<file path="config.mk">
export PLATFORM = sky130hd
export DESIGN_NAME = game_over_overlay_ctrl
export DESIGN_NICKNAME = d
export VERILOG_FILES = /design/src/rtl/game_over_overlay_ctrl_pkg.sv /design/src/rtl/game_over_overlay_ctrl_fade_blend_ch.sv /design/src/rtl/game_over_overlay_ctrl.sv
export SDC_FILE = /design/constraint.sdc
export NUM_CORES = 1
export LEC_CHECK = 0
export ABC_AREA = 1
export ABC_CLOCK_PERIOD_IN_PS = 9900
export CAP_MARGIN = 5
export CORE_MARGIN = 2
export CORE_UTILIZATION = 63
export CTS_CLUSTER_SIZE = 24
export DETAILED_ROUTE_END_ITERATION = 10
export GPL_TIMING_DRIVEN = 0
export PLACE_DENSITY = 0.88
export SLEW_MARGIN = 20
export SYNTH_ARGS = -nofsm -noshare
export SYNTH_HDL_FRONTEND = slang
export SYNTH_SLANG_ARGS = --single-unit
</file>
<file path="constraint.sdc">
create_clock -name Clk -period 9.9 [get_ports Clk]
set_input_delay 0.99 -clock Clk [delete_from_list [all_inputs] [get_ports Clk]]
set_output_delay 0.99 -clock Clk [all_outputs]
set_load 0.05 [all_outputs]
</file>
<file path="src/rtl/game_over_overlay_ctrl_pkg.sv">
// Shared types and constants for the game-over overlay controller.
package game_over_pkg;

  typedef enum logic [1:0] {HIDDEN, FADE_IN, SHOWN, FADE_OUT} ovl_state_t;

  localparam int LEVEL_W   = 5;
  localparam int LEVEL_MAX = 16;

  typedef struct packed {
    logic [3:0] r;
    logic [3:0] g;
    logic [3:0] b;
  } rgb12_t;

  // Saturating one-step move of the blend level within 0..LEVEL_MAX.
  function automatic logic [LEVEL_W-1:0] level_step(input logic [LEVEL_W-1:0] lvl,
                                                    input logic up);
    if (up) return (lvl >= LEVEL_W'(LEVEL_MAX)) ? LEVEL_W'(LEVEL_MAX) : lvl + 1'b1;
    return (lvl == '0) ? '0 : lvl - 1'b1;
  endfunction

endpackage

</file>
<file path="src/rtl/game_over_overlay_ctrl_fade_blend_ch.sv">
// One colour channel of the overlay blend: (pal*L + bg*(16-L)) >> 4.
module fade_blend_ch
  import game_over_pkg::*;
(
  input  logic [3:0]         pal,
  input  logic [3:0]         bg,
  input  logic [LEVEL_W-1:0] level,
  output logic [3:0]         out
);

  logic [8:0] sum;

  // Weights always add to 16, so the sum tops out at 240 and fits in 8 bits.
  assign sum = 9'(pal) * 9'(level) + 9'(bg) * 9'(LEVEL_W'(LEVEL_MAX) - level);
  assign out = 4'(sum >> 4);

endmodule

</file>
<file path="src/rtl/game_over_overlay_ctrl.sv">
// Game-over overlay: ROM addressing, 3-stage pixel pipeline and per-frame fade FSM.
// Optional macro GAME_OVER_OVERLAY_TRANSPARENCY_EN makes palette index TRANSP_IDX show background.
//
// state    | meaning
// HIDDEN   | overlay off, level 0
// FADE_IN  | level rises one step every FADE_FRAMES frames
// SHOWN    | overlay fully opaque, level 16
// FADE_OUT | level falls one step every FADE_FRAMES frames
module game_over_overlay_ctrl
  import game_over_pkg::*;
#(
  parameter int IMG_W       = 240,
  parameter int IMG_H       = 120,
  parameter int X0          = 200,
  parameter int Y0          = 180,
  parameter int ADDR_W      = 15,
  parameter int FADE_FRAMES = 2,
  parameter int TRANSP_IDX  = 0
) (
  input  logic              Clk,
  input  logic              Reset_n,
  input  logic              game_over,
  input  logic              restart,
  input  logic              vs,
  input  logic              active_video,
  input  logic [9:0]        DrawX,
  input  logic [9:0]        DrawY,
  input  logic [3:0]        bg_red,
  input  logic [3:0]        bg_green,
  input  logic [3:0]        bg_blue,
  output logic [ADDR_W-1:0] rom_addr,
  input  logic [3:0]        rom_q,
  output logic [3:0]        pal_index,
  input  logic [3:0]        pal_red,
  input  logic [3:0]        pal_green,
  input  logic [3:0]        pal_blue,
  output logic [3:0]        red,
  output logic [3:0]        green,
  output logic [3:0]        blue,
  output logic              overlay_active,
  output logic [4:0]        fade_level
);

`ifdef GAME_OVER_OVERLAY_TRANSPARENCY_EN
  localparam bit TRANSP_EN = 1'b1;
`else
  localparam bit TRANSP_EN = 1'b0;
`endif

  localparam int CNT_W = (FADE_FRAMES > 1) ? $clog2(FADE_FRAMES) : 1;
  localparam logic [CNT_W-1:0] CNT_LAST = CNT_W'(FADE_FRAMES - 1);

  ovl_state_t         state, state_nx;
  logic [LEVEL_W-1:0] level, level_nx;
  logic [CNT_W-1:0]   cnt, cnt_nx;
  logic               vs_q, go_q, tick, go_rise, frame_done;

  assign tick       = vs & ~vs_q;
  assign go_rise    = game_over & ~go_q;
  assign frame_done = tick && (cnt == CNT_LAST);

  always_ff @(posedge Clk) begin
    if (!Reset_n) begin
      state <= HIDDEN;
      level <= '0;
      cnt   <= '0;
      vs_q  <= 1'b0;
      go_q  <= 1'b0;
    end else begin
      state <= state_nx;
      level <= level_nx;
      cnt   <= cnt_nx;
      vs_q  <= vs;
      go_q  <= game_over;
    end
  end

  always_comb begin
    state_nx = state;
    level_nx = level;
    cnt_nx   = cnt;
    unique case (state)
      HIDDEN: begin
        // Edge-qualified so a level still held after fade-out does not re-trigger.
        if (go_rise && !restart) begin
          state_nx = FADE_IN;
          cnt_nx   = '0;
        end
      end
      FADE_IN: begin
        if (restart) begin
          state_nx = FADE_OUT;
          cnt_nx   = '0;
        end else if (tick) begin
          cnt_nx = frame_done ? '0 : cnt + CNT_W'(1);
          if (frame_done) begin
            level_nx = level_step(level, 1'b1);
            if (level_step(level, 1'b1) == LEVEL_W'(LEVEL_MAX)) state_nx = SHOWN;
          end
        end
      end
      SHOWN: begin
        level_nx = LEVEL_W'(LEVEL_MAX);
        if (restart) begin
          state_nx = FADE_OUT;
          cnt_nx   = '0;
        end
      end
      FADE_OUT: begin
        if (game_over && !restart) begin
          state_nx = FADE_IN;
          cnt_nx   = '0;
        end else if (tick) begin
          cnt_nx = frame_done ? '0 : cnt + CNT_W'(1);
          if (frame_done) begin
            level_nx = level_step(level, 1'b0);
            if (level_step(level, 1'b0) == '0) begin
              state_nx = HIDDEN;
              cnt_nx   = '0;
            end
          end
        end
      end
      default: state_nx = HIDDEN;
    endcase
  end

  assign overlay_active = (state != HIDDEN);
  assign fade_level     = level;

  logic              in_win, win1, win2, av1, av2;
  logic [ADDR_W-1:0] dx, dy, addr_calc;
  rgb12_t            bg_in, bg1, bg2, blend, px_nx, rgb_q;
  logic [3:0]        blend_r, blend_g, blend_b;
  logic              transp_hit;

  assign in_win = ({1'b0, DrawX} >= 11'(X0)) && ({1'b0, DrawX} < 11'(X0 + IMG_W)) &&
                  ({1'b0, DrawY} >= 11'(Y0)) && ({1'b0, DrawY} < 11'(Y0 + IMG_H));
  assign dx        = ADDR_W'(DrawX - 10'(X0));
  assign dy        = ADDR_W'(DrawY - 10'(Y0));
  assign addr_calc = dy * ADDR_W'(IMG_W) + dx;
  assign bg_in     = '{r: bg_red, g: bg_green, b: bg_blue};
  assign pal_index = rom_q;

  fade_blend_ch u_blend_r (.pal(pal_red),   .bg(bg2.r), .level(level), .out(blend_r));
  fade_blend_ch u_blend_g (.pal(pal_green), .bg(bg2.g), .level(level), .out(blend_g));
  fade_blend_ch u_blend_b (.pal(pal_blue),  .bg(bg2.b), .level(level), .out(blend_b));

  assign blend      = '{r: blend_r, g: blend_g, b: blend_b};
  assign transp_hit = TRANSP_EN && (pal_index == 4'(TRANSP_IDX));

  always_comb begin
    px_nx = blend;
    if (!av2)                    px_nx = '0;
    else if (!win2 || transp_hit) px_nx = bg2;
  end

  // S1 issues the ROM read, S2 waits on it, S3 registers the final pixel.
  always_ff @(posedge Clk) begin
    if (!Reset_n) begin
      rom_addr <= '0;
      win1     <= 1'b0;
      av1      <= 1'b0;
      bg1      <= '0;
      win2     <= 1'b0;
      av2      <= 1'b0;
      bg2      <= '0;
      rgb_q    <= '0;
    end else begin
      rom_addr <= in_win ? addr_calc : '0;
      win1     <= in_win;
      av1      <= active_video;
      bg1      <= bg_in;
      win2     <= win1;
      av2      <= av1;
      bg2      <= bg1;
      rgb_q    <= px_nx;
    end
  end

  assign red   = rgb_q.r;
  assign green = rgb_q.g;
  assign blue  = rgb_q.b;

endmodule

</file>
Yosys cells after proc, flatten, opt, wreduce, memory -nomap -nowiden
Cells that the tools add are included.

word-level totals
  flip-flop bits (word level) = 65
  input port bits = 54

cells by class
  $add $sub $neg = 10
  multiply operators = 7
  magnitude comparators = 5
  equal/unequal tests = 18
  muxes and demuxes = 37
  bitwise gates (word level) = 4
  reductions and logical operators = 17

operators with widths
  operator                 count
  $mux W5                  10
  $mul A4 B9 Y8            3
  $add A8 B8 Y8            3
  $mul A4 B5 Y8            3
  $sub A10 B8 Y11 const B  2
  $ge A10 B8 Y1 const B    2
  $lt A10 B9 Y1 const B    2
  $mux W2                  10
  $ne A3 B3 Y1 const B     6
  $ne A2 B2 Y1 const B     8
  $add A15 B15 Y15         1
  $mul A15 B4 Y11 const B  1
  $pmux W5 S3              1
  $mux W1                  13
  $mux W12                 1
  $logic_not A5 Y1         2
  $pmux W2 S4              1
  $reduce_and A8 Y1        1
  $reduce_and A7 Y1        1
  $logic_and A1 B1 Y1      6
  $sub A5 B5 Y6 const A    1
  $add A5 B1 Y5 const B    1
  $eq A5 B5 Y1 const B     1
  $ge A5 B5 Y1 const B     1
  other kinds (13)         17

Longest topological paths before layout
  depth after elaboration = 18
  mapped depth = 28

Modules after synthesis
From an unflattened synthesis, not the netlist that was laid out.

second synthesis, totals
  cell total of the unflattened synthesis = 1217
  area, all modules = 8391.8 um^2

modules (own cells, without submodules)
  module                     times used  cells each  area each (um^2)  sequential area each (um^2)
  game_over_overlay_ctrl     1           560         4015.1            1301.2
  fade_blend_ch (u_blend_g)  1           228         1478.9            0.0
  fade_blend_ch (u_blend_r)  1           216         1470.2            0.0
  fade_blend_ch (u_blend_b)  1           213         1427.6            0.0

Worst setup path before layout
OpenSTA, ideal clock, no wires.

  path kind = reg2reg
  start = register level[0] (netlist: fade_level[0])
  end = register rgb_q (netlist bit blue[3])
  setup time = 0.109 ns
  arrival = 5.091 ns
  required time = 9.791 ns
  setup slack = 4.700 ns
  cell stages (with the launch flop) = 24
  path buffers = 1
  period minus slack after synthesis = 5.200 ns
  cells stage by stage = dfxtp_1 inv_2 ha_1 nand2_1 nor2_1 ha_1 buf_6 nor2_1 fa_1 fa_1 fa_1 inv_1 fa_1 inv_1 ha_1 a21oi_1 nor2_1 nor3b_1 nand2_1 o21bai_1 nand3_1 nand3_1 nand2_1 inv_1

on the way
  word-level cells in the longest chain between the ends = 4

RTL lines
  element                   line                                        RTL
  start: declaration        game_over_overlay_ctrl.sv:54                logic [LEVEL_W-1:0] level, level_nx;
  start signal: assignment  game_over_overlay_ctrl.sv:71                level <= level_nx;
  $sub A5 B5 Y6             game_over_overlay_ctrl_fade_blend_ch.sv:14  assign sum = 9'(pal) * 9'(level) + 9'(bg) * 9'(LEVEL_W'(LEVEL_MAX) - level);
  $mul A4 B9 Y8             game_over_overlay_ctrl_fade_blend_ch.sv:14
  $add A8 B8 Y8 (*)         game_over_overlay_ctrl_fade_blend_ch.sv:14
  $mux W12 (*)              game_over_overlay_ctrl.sv:155               else if (!win2 || transp_hit) px_nx = bg2;
  end signal: assignment    game_over_overlay_ctrl.sv:177               rgb_q <= px_nx;
  end: declaration          game_over_overlay_ctrl.sv:133               rgb12_t bg_in, bg1, bg2, blend, px_nx, rgb_q;

Mark *: on every way between the ends. The rest lies on a longest branch, timed or not.
A chain may end at the register's enable or synchronous reset.

Worst setup path after layout
Ends and elaborated chain as after synthesis.

==> results.toml <==
[die]
io_pins = 91
rows = 40
initial_utilization_pct = 65.10
coreArea_um2 = 12160
dieArea_um2 = 13480
die_y_um = 116.1
die_w_um = 116.1

[synth]
synth_edf_count = 0
synth_top_family_by_area = "adder cells"
ys_ff_latch = 65
async_flop_share_pct = 0
synth-simple-area-share_pct = 20.89
synthAdderAreaFrac_pct = 32.77
synth_xor_area_share_pct = 4.709
synth.cell_area_um2 = 7918
ys.flop_type = "dfxtp_1"
yosys.cell_types.count = 45
muxShareOfSynthArea_pct = 0
synthesis.nets = 1333
syn-instance-count = 1122
avgSynthCellArea_um2 = 7.057
synth_compound_area_share_pct = 7.838
yosysWarningCount = 0
synth-seq-area-share_pct = 16.43

[status]
status = "finished, final reports clean"

[sta]
period_minus_slack_ns = 5.869
fin_tns_setup_ns = 0
rsz0062_at_grt = "false"
skew_ns = 0.01403
finalSetupViolations = 0
slew_headroom_pct = 52.96
drv_slew = 0
hold_violations = 0
max_clock_freq_mhz = 170.4
period_share_pct = 59.28
hold_slack_ns = 0.4060
worst_pin_slew_ns = 0.7056

[setup_path]
cp.depth = 23
cp-end-kind = "register"
cp.arrival_ns = 6.10
crit_path_cell_trace = "inv_2 > ha_1 > xor2_1 > clkbuf_1 > inv_1 > nand2_1 > fa_1 > fa_1 > inv_1 > fa_1 > inv_1 > fa_1 > inv_1 > ha_1 > a21oi_1 > nor2_1 > nor3b_1 > nand2_1 > o21bai_1 > nand3_1 > nand3_1 > nand2_1 > inv_1"
critical-path-top-delay-family = "adder cells"
critical-path-slowest-cell = "dfxtp_1"
cp-start-kind = "register"
critPathMaxStageDelay_ns = 0.64
setup.worst_path.start = "fade_level[0]"
ff2ff_path_depth = 23
r2r-start = "fade_level[0]"
required_ns = 10.13
timing_worst_setup_path_type = "register to register"
r2r-end = "blue[3]"
critical_path.max_fanout = 10
worstSetupEndpoint = "blue[3]"
r2r_slack_ns = 4.03
path_buf_inv = 7
cpMostUsedCell = "inv_1"

[placed_design]
dp_hpwl_um = 14950
portBuffers = 85
gp_congestion = 0.8929

[power]
power.total_uw = 2212
p_switching_uw = 1179
p_int_uw = 1033
leakagePower_uw = 0.005340
swShare_pct = 53.29
vdd_ir_drop_max_mv = 0.1423
comb_power_share_pct = 72.1
seqPwrFrac_pct = 14.1
power.density_nw_per_um2 = 238.9
clock_power_share_pct = 13.9

[finish]
final_nets = 1429
fillers = 909
drive_gt1_share_pct = 4.007
seqCellArea_um2 = 1301
diodes = 0
multi_input_area_um2 = 5243
areaGrowthSynthToFinish_pct = 16.92

[cts]
cts_hold_buf = 0
cts.htree.levels = 3
cts_root_buffer = "clkbuf_16"
post_cts_buffers = 0
clock_latency_ns = 0.35
post_cts_resized = 0
clock-sinks = 65
cts_tree = "built"
path_clk_slew_ns = 0.07
clk_path_buf_depth = 2
cts_buffers = 9

[global_routing]
grt_max_degree = 14
grt_usage_pct = 29.90
grt-ovfl-total = 0
first_global_vias = 6995
antenna_found_initial = 0
grt_first_pass_wirelength_um = 31430

[detailed_routing]
wl_per_cell_um = 13.33
drtAntennaViolNets = 0
totalWireLength_um = 18540
viasPerCell = 5.165
drtPass1Iterations = 5
first_iter_violations = 429
vias = 7185
remaining_drc_errors = 0

[min_path]
min_path_type = "register to register"

[job]
maxCapViolCount = 0
## through the flow
| stage | setup WS (ns) | cells | cell area, um2 | util (%) |
|---|---|---|---|---|
| 6_report | 4.031 | 1391 | 9258 | 76.12 |
| 3_5_place_dp | 4.214 | 1375 | 8979 | 73.83 |
| 2_1_floorplan | 4.700 | 1122 | 7918 | - |
| 4_1_cts | 4.180 | 1391 | 9258 | 76.12 |
| 5_1_grt | 3.725 | 1391 | 9258 | 76.12 |
| 3_3_place_gp | 4.300 | 1375 | 8979 | 73.83 |
## tightest hold or removal path, stage by stage (launching register included)
cell,delay (ns)
dfxtp_1,0.30
nand2_1,0.04
inv_1,0.04
## worst min path at each step
| stage | startpoint | end | slack (ns) | cells past startpoint |
|---|---|---|---|---|
| 4_1_cts | bg1[10] | bg2[10] | 0.40 | 2 |
| 6_report | bg1[10] | bg2[10] | 0.41 | 2 |
| 3_5_place_dp | bg1[9] | bg2[9] | 0.39 | 2 |
| 2_1_floorplan | av1 | av2 | 0.39 | 2 |
| 3_3_place_gp | bg1[1] | bg2[1] | 0.39 | 2 |
| 5_1_grt | bg1[8] | bg2[8] | 0.43 | 2 |
## Yosys cell counts, drive strengths merged, types with 4 or more instances
master,count,share of area (%)
nor3,6,0.38
nand4,8,0.71
ha,73,12
xor2,22,2.4
nor2,67,3.2
a21oi,51,3.3
dfxtp,65,16
inv,329,16
fa,84,21
o21ai,25,1.6
a31oi,4,0.32
buf,9,0.84
nand2,249,12
o21bai,4,0.38
a21o,4,0.38
xnor2,18,2.0
nand3,59,3.9
clkbuf,16,0.76
## area by class of cell
cell class                 instances  area share [%]
multi-input combinational        701           56.63
clock buffer                       9           2.433
timing repair buffer              85           9.190
tap                              168           2.271
sequential                        65           14.06
clock inverter                     7          0.5812
buffer                            25           1.365
inverter                         331           13.47
## sequential cells by signal, summed over array words and instances (netlist names), 2 cells and up
signal	flops
rom_addr	15
bg1	12
bg2	12
fade_level	5
blue	4
green	4
red	4
state	2
## cell usage in the layout (no fill, tap or decap), types with 4 or more instances in the layout
cell	Yosys	final
a31oi_1	4	4
nand2_2	4	4
nand4_1	7	7
fa_1	84	84
nor2_1	67	67
nor3_1	6	6
a21oi_1	50	50
inv_2	7	7
a21o_1	4	4
clkbuf_1	16	16
buf_4	4	4
inv_1	321	321
ha_1	73	73
xor2_1	22	22
xnor2_1	18	18
nand2_1	244	244
clkdlybuf4s50_1	0	85
dfxtp_1	65	65
o21bai_1	4	4
o21ai_0	24	24
nand3_1	56	56
clkbuf_16	0	9
## kinds of logic after synthesis
| logic type | after synthesis |
|---|---|
| adder cells (fa/ha/maj) | 157 |
| XOR/XNOR | 41 |
| flip-flops | 65 |
| buffers and inverters | 356 |
| AND/OR/NAND/NOR | 396 |
| AO/OA/AOI/OAI | 107 |
## power by group through the flow
| stage | Sequential, uW | Combinational [uW] | Clock (uW) |
|---|---|---|---|
| 2_1_floorplan | 346 | 1170 | 0 |
| 3_3_place_gp | 315 | 1520 | 0 |
| 3_5_place_dp | 316 | 1560 | 0 |
| 4_1_cts | 310 | 1580 | 310 |
| 5_1_grt | 313 | 1810 | 322 |
| 6_report | 311 | 1590 | 307 |
## routing by layer
metal / global-route usage, % / share of wire [%] / vias up
li1: - / - / 3519
met1: 37.71 / 40 / 3285
met2: 50.06 / 47 / 319
met3: 6.072 / 8.5 / 62
met4: 13.25 / 3.8 / 0
met5: 0 / 0 / -
No activity file was read; power rests on OpenSTA's default activity.
